===== src/rtl/uart_tx_pkg.sv =====
// Shared UART definitions: FSM encodings, bit-period formula and frame-length constants.
// UART_TX_PARITY_EN adds the PARITY state and lengthens the frame by one bit.
package uart_tx_pkg;

    localparam int unsigned DATA_BITS = 8;
    localparam int unsigned IDX_W     = 3;

`ifdef UART_TX_PARITY_EN
    localparam int unsigned FRAME_BITS = 11;
`else
    localparam int unsigned FRAME_BITS = 10;
`endif

    typedef enum logic [2:0] {
        ST_IDLE   = 3'd0,
        ST_START  = 3'd1,
        ST_DATA   = 3'd2,
`ifdef UART_TX_PARITY_EN
        ST_PARITY = 3'd3,
`endif
        ST_STOP   = 3'd4
    } state_t;

    // Rounded clocks per bit, so the baud error stays within half a clock
    function automatic int unsigned calc_clks_per_bit(input int unsigned clk_hz,
                                                      input int unsigned baud);
        return (clk_hz + baud / 2) / baud;
    endfunction

    function automatic int unsigned cnt_width(input int unsigned n);
        return (n > 1) ? $clog2(n) : 1;
    endfunction

endpackage


===== src/rtl/uart_baud_gen.sv =====
// Bit-period counter: one-cycle bit_tick_c every CLKS_PER_BIT cycles, re-phased by restart.
module uart_baud_gen
    import uart_tx_pkg::*;
#(
    parameter int unsigned CLKS_PER_BIT = 217
) (
    input  logic clk,
    input  logic rst,
    input  logic restart,
    output logic bit_tick_c
);

    localparam int unsigned       CNT_W   = cnt_width(CLKS_PER_BIT);
    localparam logic [CNT_W-1:0]  CNT_MAX = CNT_W'(CLKS_PER_BIT - 1);

    logic [CNT_W-1:0] cnt;

    assign bit_tick_c = (cnt == CNT_MAX);

    always_ff @(posedge clk or posedge rst) begin
        if (rst) begin
            cnt <= '0;
        end else if (restart || bit_tick_c) begin
            cnt <= '0;
        end else begin
            cnt <= cnt + CNT_W'(1);
        end
    end

endmodule


===== src/rtl/uart_tx.sv =====
// 8N1 UART transmitter with a one-entry holding register for gap-free back-to-back frames.
// Define UART_TX_PARITY_EN to append a parity bit (sense chosen by PARITY_ODD).
module uart_tx
    import uart_tx_pkg::*;
#(
    parameter int unsigned CLK_FREQ_HZ = 25_000_000,
    parameter int unsigned BAUD        = 115_200,
    parameter int unsigned PARITY_ODD  = 0
) (
    input  logic       clk,
    input  logic       rst,
    input  logic [7:0] tx_data,
    input  logic       tx_valid,
    output logic       tx_ready,
    output logic       txd,
    output logic       busy
);

    localparam int unsigned CLKS_PER_BIT = calc_clks_per_bit(CLK_FREQ_HZ, BAUD);

    if (PARITY_ODD > 1) begin : g_parity_odd_check
        $error("uart_tx: PARITY_ODD must be 0 or 1");
    end

    state_t            state;
    state_t            state_next;
    logic [7:0]        hold_data;
    logic              hold_valid;
    logic              hold_valid_next;
    logic [7:0]        shift;
    logic [IDX_W-1:0]  bit_idx;
    logic              bit_tick_c;
    logic              accept_c;
    logic              load_c;
    logic              last_bit_c;
    logic              txd_next;
`ifdef UART_TX_PARITY_EN
    logic              parity_bit;
`endif

    assign accept_c   = tx_valid & tx_ready;
    assign last_bit_c = (bit_idx == IDX_W'(DATA_BITS - 1));

    uart_baud_gen #(
        .CLKS_PER_BIT (CLKS_PER_BIT)
    ) u_baud_gen (
        .clk        (clk),
        .rst        (rst),
        .restart    (load_c),
        .bit_tick_c (bit_tick_c)
    );

    always_ff @(posedge clk or posedge rst) begin
        if (rst) begin
            state <= ST_IDLE;
        end else begin
            state <= state_next;
        end
    end

    always_comb begin
        state_next = state;
        case (state)
            ST_IDLE:   if (hold_valid) state_next = ST_START;
            ST_START:  if (bit_tick_c) state_next = ST_DATA;
`ifdef UART_TX_PARITY_EN
            ST_DATA:   if (bit_tick_c && last_bit_c) state_next = ST_PARITY;
            ST_PARITY: if (bit_tick_c) state_next = ST_STOP;
`else
            ST_DATA:   if (bit_tick_c && last_bit_c) state_next = ST_STOP;
`endif
            ST_STOP:   if (bit_tick_c) state_next = hold_valid ? ST_START : ST_IDLE;
            default:   state_next = ST_IDLE;
        endcase
    end

    // txd_next is the value the line takes after this edge; load_c moves hold into shift
    always_comb begin
        load_c   = 1'b0;
        txd_next = txd;
        case (state)
            ST_IDLE: begin
                if (hold_valid) begin
                    load_c   = 1'b1;
                    txd_next = 1'b0;
                end
            end
            ST_START: if (bit_tick_c) txd_next = shift[0];
            ST_DATA: begin
                if (bit_tick_c) begin
`ifdef UART_TX_PARITY_EN
                    txd_next = last_bit_c ? parity_bit : shift[1];
`else
                    txd_next = last_bit_c ? 1'b1 : shift[1];
`endif
                end
            end
`ifdef UART_TX_PARITY_EN
            ST_PARITY: if (bit_tick_c) txd_next = 1'b1;
`endif
            ST_STOP: begin
                if (bit_tick_c) begin
                    load_c   = hold_valid;
                    txd_next = ~hold_valid;
                end
            end
            default: txd_next = 1'b1;
        endcase
    end

    always_comb begin
        hold_valid_next = hold_valid;
        if (load_c)   hold_valid_next = 1'b0;
        if (accept_c) hold_valid_next = 1'b1;
    end

    // Ready drops on accept and returns one cycle after the hold empties
    always_ff @(posedge clk or posedge rst) begin
        if (rst) begin
            txd        <= 1'b1;
            tx_ready   <= 1'b1;
            busy       <= 1'b0;
            hold_valid <= 1'b0;
            hold_data  <= '0;
            shift      <= '0;
            bit_idx    <= '0;
`ifdef UART_TX_PARITY_EN
            parity_bit <= 1'b0;
`endif
        end else begin
            txd        <= txd_next;
            hold_valid <= hold_valid_next;
            tx_ready   <= ~hold_valid & ~accept_c;
            busy       <= (state_next != ST_IDLE) | hold_valid_next;
            if (accept_c) begin
                hold_data <= tx_data;
            end
            if (load_c) begin
                shift   <= hold_data;
                bit_idx <= '0;
`ifdef UART_TX_PARITY_EN
                parity_bit <= (^hold_data) ^ 1'(PARITY_ODD);
`endif
            end else if (state == ST_DATA && bit_tick_c) begin
                shift   <= {1'b0, shift[7:1]};
                bit_idx <= bit_idx + IDX_W'(1);
            end
        end
    end

endmodule


===== config.mk =====
export PLATFORM = sky130hd
export DESIGN_NAME = uart_tx
export DESIGN_NICKNAME = d
export VERILOG_FILES = /design/src/rtl/uart_tx_pkg.sv /design/src/rtl/uart_baud_gen.sv /design/src/rtl/uart_tx.sv
export SDC_FILE = /design/constraint.sdc
export NUM_CORES = 1
export LEC_CHECK = 0
export CORE_MARGIN = 8
export CORE_UTILIZATION = 60
export CTS_CLUSTER_DIAMETER = 200
export DETAILED_ROUTE_END_ITERATION = 12
export PLACE_DENSITY = 0.82
export SLEW_MARGIN = 20
export SYNTH_ARGS = -nofsm -noshare
export SYNTH_HDL_FRONTEND = slang
export SYNTH_SLANG_ARGS = --single-unit

===== constraint.sdc =====
create_clock -name clk -period 3.42 [get_ports clk]
set_clock_uncertainty 0.1 [all_clocks]
set_input_delay 0.855 -clock clk [delete_from_list [all_inputs] [get_ports clk]]
set_output_delay 0.855 -clock clk [all_outputs]
set_load 0.02 [all_outputs]

== Yosys cells after proc, flatten, opt, wreduce, memory -nomap -nowiden ==
Index checks and enable logic that the tools add are counted.

* Add/sub/neg operators: 2
* Equality and inequality tests: 9
* Reductions and logical operators: 7
* Mux-type cells: 22
* Bitwise gates (word level): 5

{| class="wikitable"
|+ Operators by type and width
! kind !! number
|-
| two-way mux 8 bit || 3
|-
| two-way mux 3 bit || 6
|-
| one-hot mux 3 bit (4 select lines) || 1
|-
| two-way mux 1 bit || 10
|-
| adder 8 x 1 -> 8 bit (second input constant) || 1
|-
| equality test 8 bit (second input constant) || 1
|-
| inequality test 2 bit (second input constant) || 4
|-
| equality test 3 bit (second input constant) || 2
|-
| one-hot mux 1 bit (4 select lines) || 1
|-
| AND reduction 4 bit || 1
|-
| adder 3 x 1 -> 3 bit (second input constant) || 1
|-
| equality test 3 x 1 -> 1 bit (second input constant) || 1
|-
| equality test 3 x 2 -> 1 bit (second input constant) || 1
|-
| logical NOT 3 bit || 1
|-
| nonzero test 3 bit || 1
|-
| bitwise AND 1 bit || 2
|-
| logical AND 1 bit || 2
|-
| NOT 1 bit || 2
|-
| one-hot mux 1 bit (2 select lines) || 1
|-
| nonzero test 2 bit || 1
|-
| logical OR 1 bit || 1
|-
| bitwise OR 1 bit || 1
|}

* Output and inout port bits: 3
* Register bits after elaboration: 34
* Word-level logic and storage cells: 54
* Input bits: 11

== Depth between registers and ports, before layout ==
Gate-level depths: netlist of the first run.

* Depth in word-level cells: 6
* Depth in mapped cells: 8
* Mapped depth without buffers: 6

== Modules after synthesis ==
Synthesis of the first run repeated with hierarchy kept, for this count alone.

* Cell total of the unflattened synthesis: 149
* Area total of the unflattened synthesis: 1650.3 um2

{| class="wikitable"
|+ By module, submodules not included
! module !! seq. area each (um2) !! cells each !! area each (um2) !! times used
|-
| uart_tx || 653.1 || 105 || 1217.4 || 1
|-
| uart_baud_gen || 200.2 || 44 || 432.9 || 1
|}

== Worst setup path after synthesis of the first run ==
No wires, ideal clock.

* Kind: reg2reg
* Start point: register u_baud_gen.cnt[0]
* End point: register shift[2]
* Setup slack: 1.747 ns
* Clock period less this slack: 1.673 ns
* Arrival: 1.454 ns
* Path buffers: 2
* Cell stages (with the launch flop): 9
* Setup time: 0.119 ns
* Data required time: 3.201 ns
* Path through: dfrtp_1 inv_1 ha_1 and4b_1 buf_6 nand3_2 buf_4 o32a_2 o21a_1

* Cells in the longest elaborated chain, start to end: 4
* Elaborated cells between the ends (all ways): 6
* Those cells by class: eq/ne (1); mux (3); reduce/logical (2)

{| class="wikitable"
|+ Ends and longest elaborated chain
! what !! RTL line !! RTL
|-
| start, declared || uart_baud_gen.sv:16 || <nowiki>logic [CNT_W-1:0] cnt;</nowiki>
|-
| start signal, assigned || uart_baud_gen.sv:26 || <nowiki>cnt <= cnt + CNT_W'(1);</nowiki>
|-
| equality test 8 bit * || uart_baud_gen.sv:18 || <nowiki>assign bit_tick_c = (cnt == CNT_MAX);</nowiki>
|-
| two-way mux 1 bit || uart_tx.sv:102 || <nowiki>if (bit_tick_c) begin</nowiki>
|-
| one-hot mux 1 bit (2 select lines) || uart_tx.sv:81 || <nowiki>case (state)</nowiki>
|-
| two-way mux 8 bit / nonzero test 2 bit (equally long branches) || - ||
|-
| end signal, assigned || uart_tx.sv:139 || <nowiki>shift <= hold_data;</nowiki>
|-
| end signal, assigned || uart_tx.sv:145 || <nowiki>shift <= {1'b0, shift[7:1]};</nowiki>
|-
| end, declared || uart_tx.sv:30 || <nowiki>logic [7:0] shift;</nowiki>
|}

Every way passes the cells marked *; elsewhere a longest branch is shown, timed or not.
A chain may end at the register's enable or synchronous reset.

== Worst setup path after layout of the first run ==
* Start point: register tx_ready
* End point: output port tx_ready

{| class="wikitable"
|+ RTL lines
! what !! RTL line !! RTL
|-
| start, declared || uart_tx.sv:14 || <nowiki>output logic tx_ready,</nowiki>
|-
| start signal, assigned || uart_tx.sv:133 || <nowiki>tx_ready <= ~hold_valid & ~accept_c;</nowiki>
|}

No word-level cell between the ends.

==> impl_results.md, run 1 <==
* Global route total overflow at 0
* Combinational fraction of design power at 8.4%
* Slowest CP cell: clkdlybuf4s50_1
* Worst-Margin Slew at about 0.6 ns
* Internal power at 583 µW
* Via/cell ratio at around 6.0
* Synth unique cells at 44
* Simple-gate portion of the synthesized area at 13.9%
* 1st-pass router iterations at 5
* Pwr/cell area at 414 nW/µm²
* Min-delay src: bit_idx[0]
* DRC viols at 0
* Share of the synthesized area in the top cell type at 48.2%
* R2r endpoint: shift[4]
* CP Max Fanout at 3
* Largest stage delay, worst path at about 0.61 ns
* Global-route wire length before repair at 4970 µm
* CP bufs+invs at 1
* Compound-gate portion of the synthesized area at 15.4%
* Post-Syn Area at 1660 µm²
* Clk pwr share at 30.8%
* Unrepaired setup endpoints after global routing: no
* Worst EP required at 2.46 ns
* Vias in the first global route at 1158
* Crit end category: output port
* Total Routing Usage GR at 13.9%
* Crit path launch: tx_ready
* Critical-path cell list: clkdlybuf4s50_1
* Endpoints failing setup at 0
* PortBufs at 13
* Hold crit path type: flip-flop to flip-flop
* Antenna fix cells at 0
* Crit path max-delay family: buffers and inverters
* Max-slew violations at 0
* Nets at 173
* Max-cap check violation count at 0
* Synth Flop Type: dfrtp_1
* CTS tree: built
* Root Driver: clkbuf_4
* Avg Cell Area, Syn at 11.6 µm²
* Antenna violations before repair at 0
* Reg-to-Reg Start: u_baud_gen.cnt[0]
* Yosys warns at 0
* DRT iter0 DRCs at 57
* Async SR Flop Fraction at 100%
* Share of cells above drive strength 1 at 19.5%
* Mux cell area share after synthesis at under 10%
* Largest net degree at the start of global routing at 23
* Worst Setup Start Kind: flip-flop
* Die H at 68.6 µm
* Commonest non-fill, non-tap cell in the layout: dfrtp_1
* Critical path endpoint: tx_ready
* Highest Clock Rate at between 0.4 and 0.5 GHz
* Status: completed
* R2r setup slk at 1.46 ns
* Number of synthesized flops with an enable pin at 0
* Core ar. at ~2700 µm²
* Post-Synthesis Net Count at 158
* Switching Fraction at 23.9%
* Routability congestion estimate at 0.830
* Critical path depth in cells at 1
* Synth Area in Adders at 3.01%
* DIE WIDTH at 68.6 µm
* Post-CTS resize count at 0
* Clock buffer depth at 2
* Largest family of logic cells by synthesized area: compound AO/OA/AOI/OAI gates
* Part of the power in registers at 60.8%
* Drt total wl at 2910 µm
* Area after DPL at 1790 µm²
* Worst setup slack after placement at 1.21 ns
* Clock slew at reported path FFs at 0.11 ns
* CTS Buf Count at 5
* Flops & latches, synth at 34
* Postcts setup bufs at 0
* Final period utilization at 72.1%
* Layout overhead on the synthesized area at 11.5%
* P_leak at 0.000813 µW
* Wirelength per Cell at between 15 and 20 µm
* Seq/Total Area, Yosys at 51.4%
* Net Switching at 183 µW
* # rows at 19
* Routed via count at 1132
* Setup ws final at 0.953 ns
* FF-to-FF path depth at 6
* Crit path kind: flip-flop to output port
* Design Area, Final at roughly 1900 µm²
* Htree depth at 2
* Max-slew headroom at between 60% and 70%
* Final Hold Viols at 0
* IO Count at 14
* Post-synth top area cell: dfrtp_1
* Post-DP HPWL at 2090 µm
* Setup total negative slack at 0 ns
* Hold_buf cts at 0
* Xor/xnor cell area share of the yosys netlist at 3.17%
* Maximum vdd drop at approximately 0.4 mV
* Initial Util at ~62%
* Worst-Skew Late Latency at about 0.34 ns
* Minimum clock period at 2.47 ns
* WP data arrival at 1.51 ns
* Commonest cells after routing, fill and taps aside: dfrtp_1 (32), nor2_1 (16), clkdlybuf4s50_1 (13), mux2_2 (9)
* Post-route ant nets at 0
* # clock sinks at 34
* Die area at about 4700 µm²
* Synth top area cells: dfrtp_1 (48%), mux2_2 (6.1%), nor2_1 (3.6%)
* Syn Inst Count at 143
## per-layer routing
layer | track usage, % | wire length [µm] | vias to the layer above
li1 | - | - | 539
met1 | 15.4 | 1290 | 555
met2 | 23.6 | 1390 | 31
met3 | 5.33 | 170 | 7
met4 | 5.37 | 55 | 0
met5 | 0 | 0 | -
## cell type report
| type | count | area [µm²] |
|---|---|---|
| clock buffer | 6 | 51.3 |
| clock inverter | 2 | 12.5 |
| timing repair buffer | 14 | 138 |
| multi-input combinational | 96 | 731 |
| tap | 31 | 38.8 |
| sequential | 34 | 853 |
| fill | 220 | 836 |
| inverter | 7 | 26.3 |
## per-stage QoR
stage | power [µW] | hold slack (ns) | instances | utilization [%]
3_3_place_gp | 533 | 0.373 | 182 | 66.5
3_5_place_dp | 541 | 0.375 | 182 | 66.5
2_1_floorplan | 510 | 0.357 | 143 | -
5_1_grt | 799 | 0.425 | 190 | 68.9
4_1_cts | 777 | 0.390 | 190 | 68.9
6_report | 767 | 0.385 | 190 | 68.9
## synthesized netlist by cell type, types with 2 or more instances
library cell	number
dfstp_2	2
mux2i_1	4
nor2_1	16
o32a_2	5
nand2_1	4
xnor2_1	2
and3_1	2
ha_1	4
nand3_1	7
dfrtp_1	32
o22ai_1	2
o21ai_1	3
buf_6	3
o21a_1	7
inv_1	7
a21oi_1	3
mux2_2	9
xor2_1	4
a2bb2oi_1	2
## registers in the layout, indices dropped and copies added, names as in the netlist
name            flops
bit_idx             3
busy                1
txd                 1
hold_valid          1
u_baud_gen.cnt      8
state               3
tx_ready            1
shift               8
hold_data           8
## power groups by stage
stage | Clock, µW | Sequential, µW | Combinational, µW
after floorplan | 0 | 467 | 43.9
after CTS | 244 | 467 | 66.7
after global routing | 257 | 471 | 72.1
final | 236 | 466 | 64.6
after global placement | 0 | 471 | 62.4
after detailed placement | 0 | 475 | 66.4
## cell families after synthesis
logic type	Yosys count
flops	34
buf+inv	13
xor+xnor	6
simple gates	43
mux	13
fa+ha+maj	4
compound gates	30
## worst min-delay path by stage
stage | end | cells after the start
global route | bit_idx[0] | 1
global placement | shift[2] | 1
detailed placement | bit_idx[0] | 1
finish | bit_idx[0] | 1
CTS | bit_idx[0] | 1
floorplan | bit_idx[0] | 1
Power figures use the tool's default switching activity.
==> run 2: changes to the inputs <==
--- a/config.mk
+++ b/config.mk
@@ -6,10 +6,10 @@
 export NUM_CORES = 1
 export LEC_CHECK = 0
 export CORE_MARGIN = 8
-export CORE_UTILIZATION = 60
+export CORE_UTILIZATION = 56
 export CTS_CLUSTER_DIAMETER = 200
 export DETAILED_ROUTE_END_ITERATION = 12
-export PLACE_DENSITY = 0.82
+export PLACE_DENSITY = 0.77
 export SLEW_MARGIN = 20
 export SYNTH_ARGS = -nofsm -noshare
 export SYNTH_HDL_FRONTEND = slang
==> constraint.sdc (replaced) <==
create_clock -name clk -period 2.31 [get_ports clk]
set_clock_uncertainty 0.1 [all_clocks]
set_input_delay 0.5775 -clock clk [delete_from_list [all_inputs] [get_ports clk]]
set_output_delay 0.5775 -clock clk [all_outputs]
set_load 0.02 [all_outputs]
==> run 2 against run 1 <==
  * Clock-buffer cell count stayed put
  * Total power grew 48%
  * Non-clock buffer count is the same
  * Largest power group unchanged
==> impl_results.md, run 2 (synthesis results as in run 1) <==
* Worst Hold End: bit_idx[0]
* Clock buffer depth at 2 (unchanged)
* Reg-to-Reg Start: u_baud_gen.cnt[0]
* Endpoints failing setup at 0 (unchanged)
* Max-slew violations at 0 (unchanged)
* Setup total negative slack at 0 ns (unchanged)
* IO Count at 14 (unchanged)
* Via/cell ratio at 5.89 (-1.1%)
* # rows at 19 (unchanged)
* Slowest CP cell: clkdlybuf4s50_1
* Cell count after placement at 182 (unchanged)
* Post-route ant nets at 0 (unchanged)
* Worst EP required at 1.63 ns (-0.83 ns)
* Final Power at 1140 µW (+48%)
* Commonest non-fill, non-tap cell in the layout: dfrtp_1
* Worst Setup Start Kind: flip-flop
* Initial Util at 59.7% (-2.1 points)
* Routed via count at 1119 (-1.1%)
* Max-cap check violation count at 0 (unchanged)
* Global routing usage on met3 at 4.24% (-1.1 points)
* CTS Buf Count at 5 (unchanged)
* Htree depth at 2 (unchanged)
* Register Area at 853 µm² (unchanged)
* Worst-Skew Late Latency at 0.34 ns (about the same)
* Highest Clock Rate at around 0.46 GHz
* FF-to-FF path depth at 6 (unchanged)
* Largest stage delay, worst path at 0.60 ns (about the same)
* Postcts setup bufs at 0 (unchanged)
* Total Routing Usage GR at 12.5% (-1.4 points)
* Status: completed
* Routability congestion estimate at 0.740 (-11%)
* Crit path max-delay family: buffers and inverters
* Layout overhead on the synthesized area at 11.5% (unchanged)
* CTS tree: built
* CP bufs+invs at 1 (unchanged)
* Nets at 173 (unchanged)
* Met2 usage at 20.3% (-3.3 points)
* Die H at 70.5 µm (+2.7%)
* Die area at 4960 µm² (+5.5%)
* P_leak at 0.000813 µW (unchanged)
* Fillers at 221 (+0.45%)
* Crit path kind: flip-flop to output port
* Vias in the first global route at 1168 (+0.86%)
* # clock sinks at 34 (unchanged)
* R2r endpoint: shift[1]
* Met1 Use GR at 14.3% (-1.2 points)
* DRT iter0 DRCs at 88 (+54%)
* Largest net degree at the start of global routing at 35 (+52%)
* Crit end category: output port
* Max-slew headroom at 59.6% (-1.5 points)
* Hold crit path type: flip-flop to flip-flop
* PortBufs at 13 (unchanged)
* Wirelength per Cell at 15.0 µm (-1.7%)
* Worst hold stages at 1 (unchanged)
* Drt total wl at 2860 µm (-1.7%)
* Global-route wire length before repair at 5070 µm (+2.1%)
* Crit path launch: tx_ready
* Core ar. at 2780 µm² (+3.5%)
* Unrepaired setup endpoints after global routing: no
* Min-delay src: bit_idx[0]
* Final Hold Viols at 0 (unchanged)
* Worst-Margin Slew at 0.606 ns (+0.0229 ns)
* Top Usage Layer GRT: met2
* R2r setup slk at 0.35 ns (-1.11 ns)
* Clock slew at reported path FFs at 0.11 ns (about the same)
* Commonest cells after routing, fill and taps aside: dfrtp_1 (32), nor2_1 (16), clkdlybuf4s50_1 (13), mux2_2 (9)
* CP Max Fanout at 3 (unchanged)
* Hold_buf cts at 0 (unchanged)
* Area of the multi-input gates at 731 µm² (unchanged)
* Global route total overflow at 0 (unchanged)
* Critical-path cell list: clkdlybuf4s50_1
* Pwr/cell area at 613 nW/µm² (+48%)
* WP data arrival at 1.49 ns (-0.02 ns)
* Post-Layout Cell Count at 190 (unchanged)
* Post-CTS resize count at 0 (unchanged)
* Final period utilization at 94.0%
* Antenna violations before repair at 0 (unchanged)
* Maximum vdd drop at 0.616 mV (+52%)
* Top flop regs: hold_data (8), shift (8), u_baud_gen.cnt (8)
* DRC viols at 0 (unchanged)
* Root Driver: clkbuf_4
* Antenna fix cells at 0 (unchanged)
* Fin util at 66.5% (-2.4 points)
* Share of cells above drive strength 1 at 19.5% (unchanged)
* DIE WIDTH at 70.5 µm (+2.7%)
* Post-DP HPWL at 2030 µm (-2.5%)
* 1st-pass router iterations at 4 (-1)
* Minimum clock period at 2.17 ns
run 2: cell counts in the layout (fill, tap and decap cells not counted):
Identical to the previous run, type by type.
run 2: final cells by class:
cell class                      count  share of cell area, %
Clock buffer                        6                   2.77
Clock inverter                      2                  0.676
Sequential cell                    34                   46.1
Tap cell                           31                   2.10
Inverter                            7                   1.42
Multi-Input combinational cell     96                   39.5
Timing Repair Buffer               14                   7.44
run 2: how the worst max path moves through the flow:
stage | end | cells past startpoint
global route | tx_ready | 1
global placement | hold_data[4] | 3
detailed placement | hold_data[3] | 3
floorplan | shift[2] | 8
CTS | tx_ready | 1
finish | tx_ready | 1
run 2: stage by stage:
stage | hold slack (ns) | setup WS (ns) | cell area, µm²
2_1_floorplan | 0.357 | 0.637 | 1660
3_3_place_gp | 0.368 | 0.400 | 1790
3_5_place_dp | 0.384 | 0.355 | 1790
4_1_cts | 0.410 | 0.131 | 1850
5_1_grt | 0.438 | 0.0998 | 1850
6_report | 0.401 | 0.138 | 1850
run 2: routing by layer:
| metal | part of all wire, % | vias up |
|---|---|---|
| li1 | - | 544 |
| met1 | 48 | 538 |
| met2 | 45 | 29 |
| met3 | 4.6 | 8 |
| met4 | 2.5 | 0 |
| met5 | 0 | - |
run 2: power breakdown:
part	internal [µW]	switching (µW)	total (µW)	leakage (µW)
sequential	655	32.8	688	0.000425
combinational	62.1	34.1	96.3	0.000354
clock	146	205	351	0.0000343
total	864	272	1140	0.000813
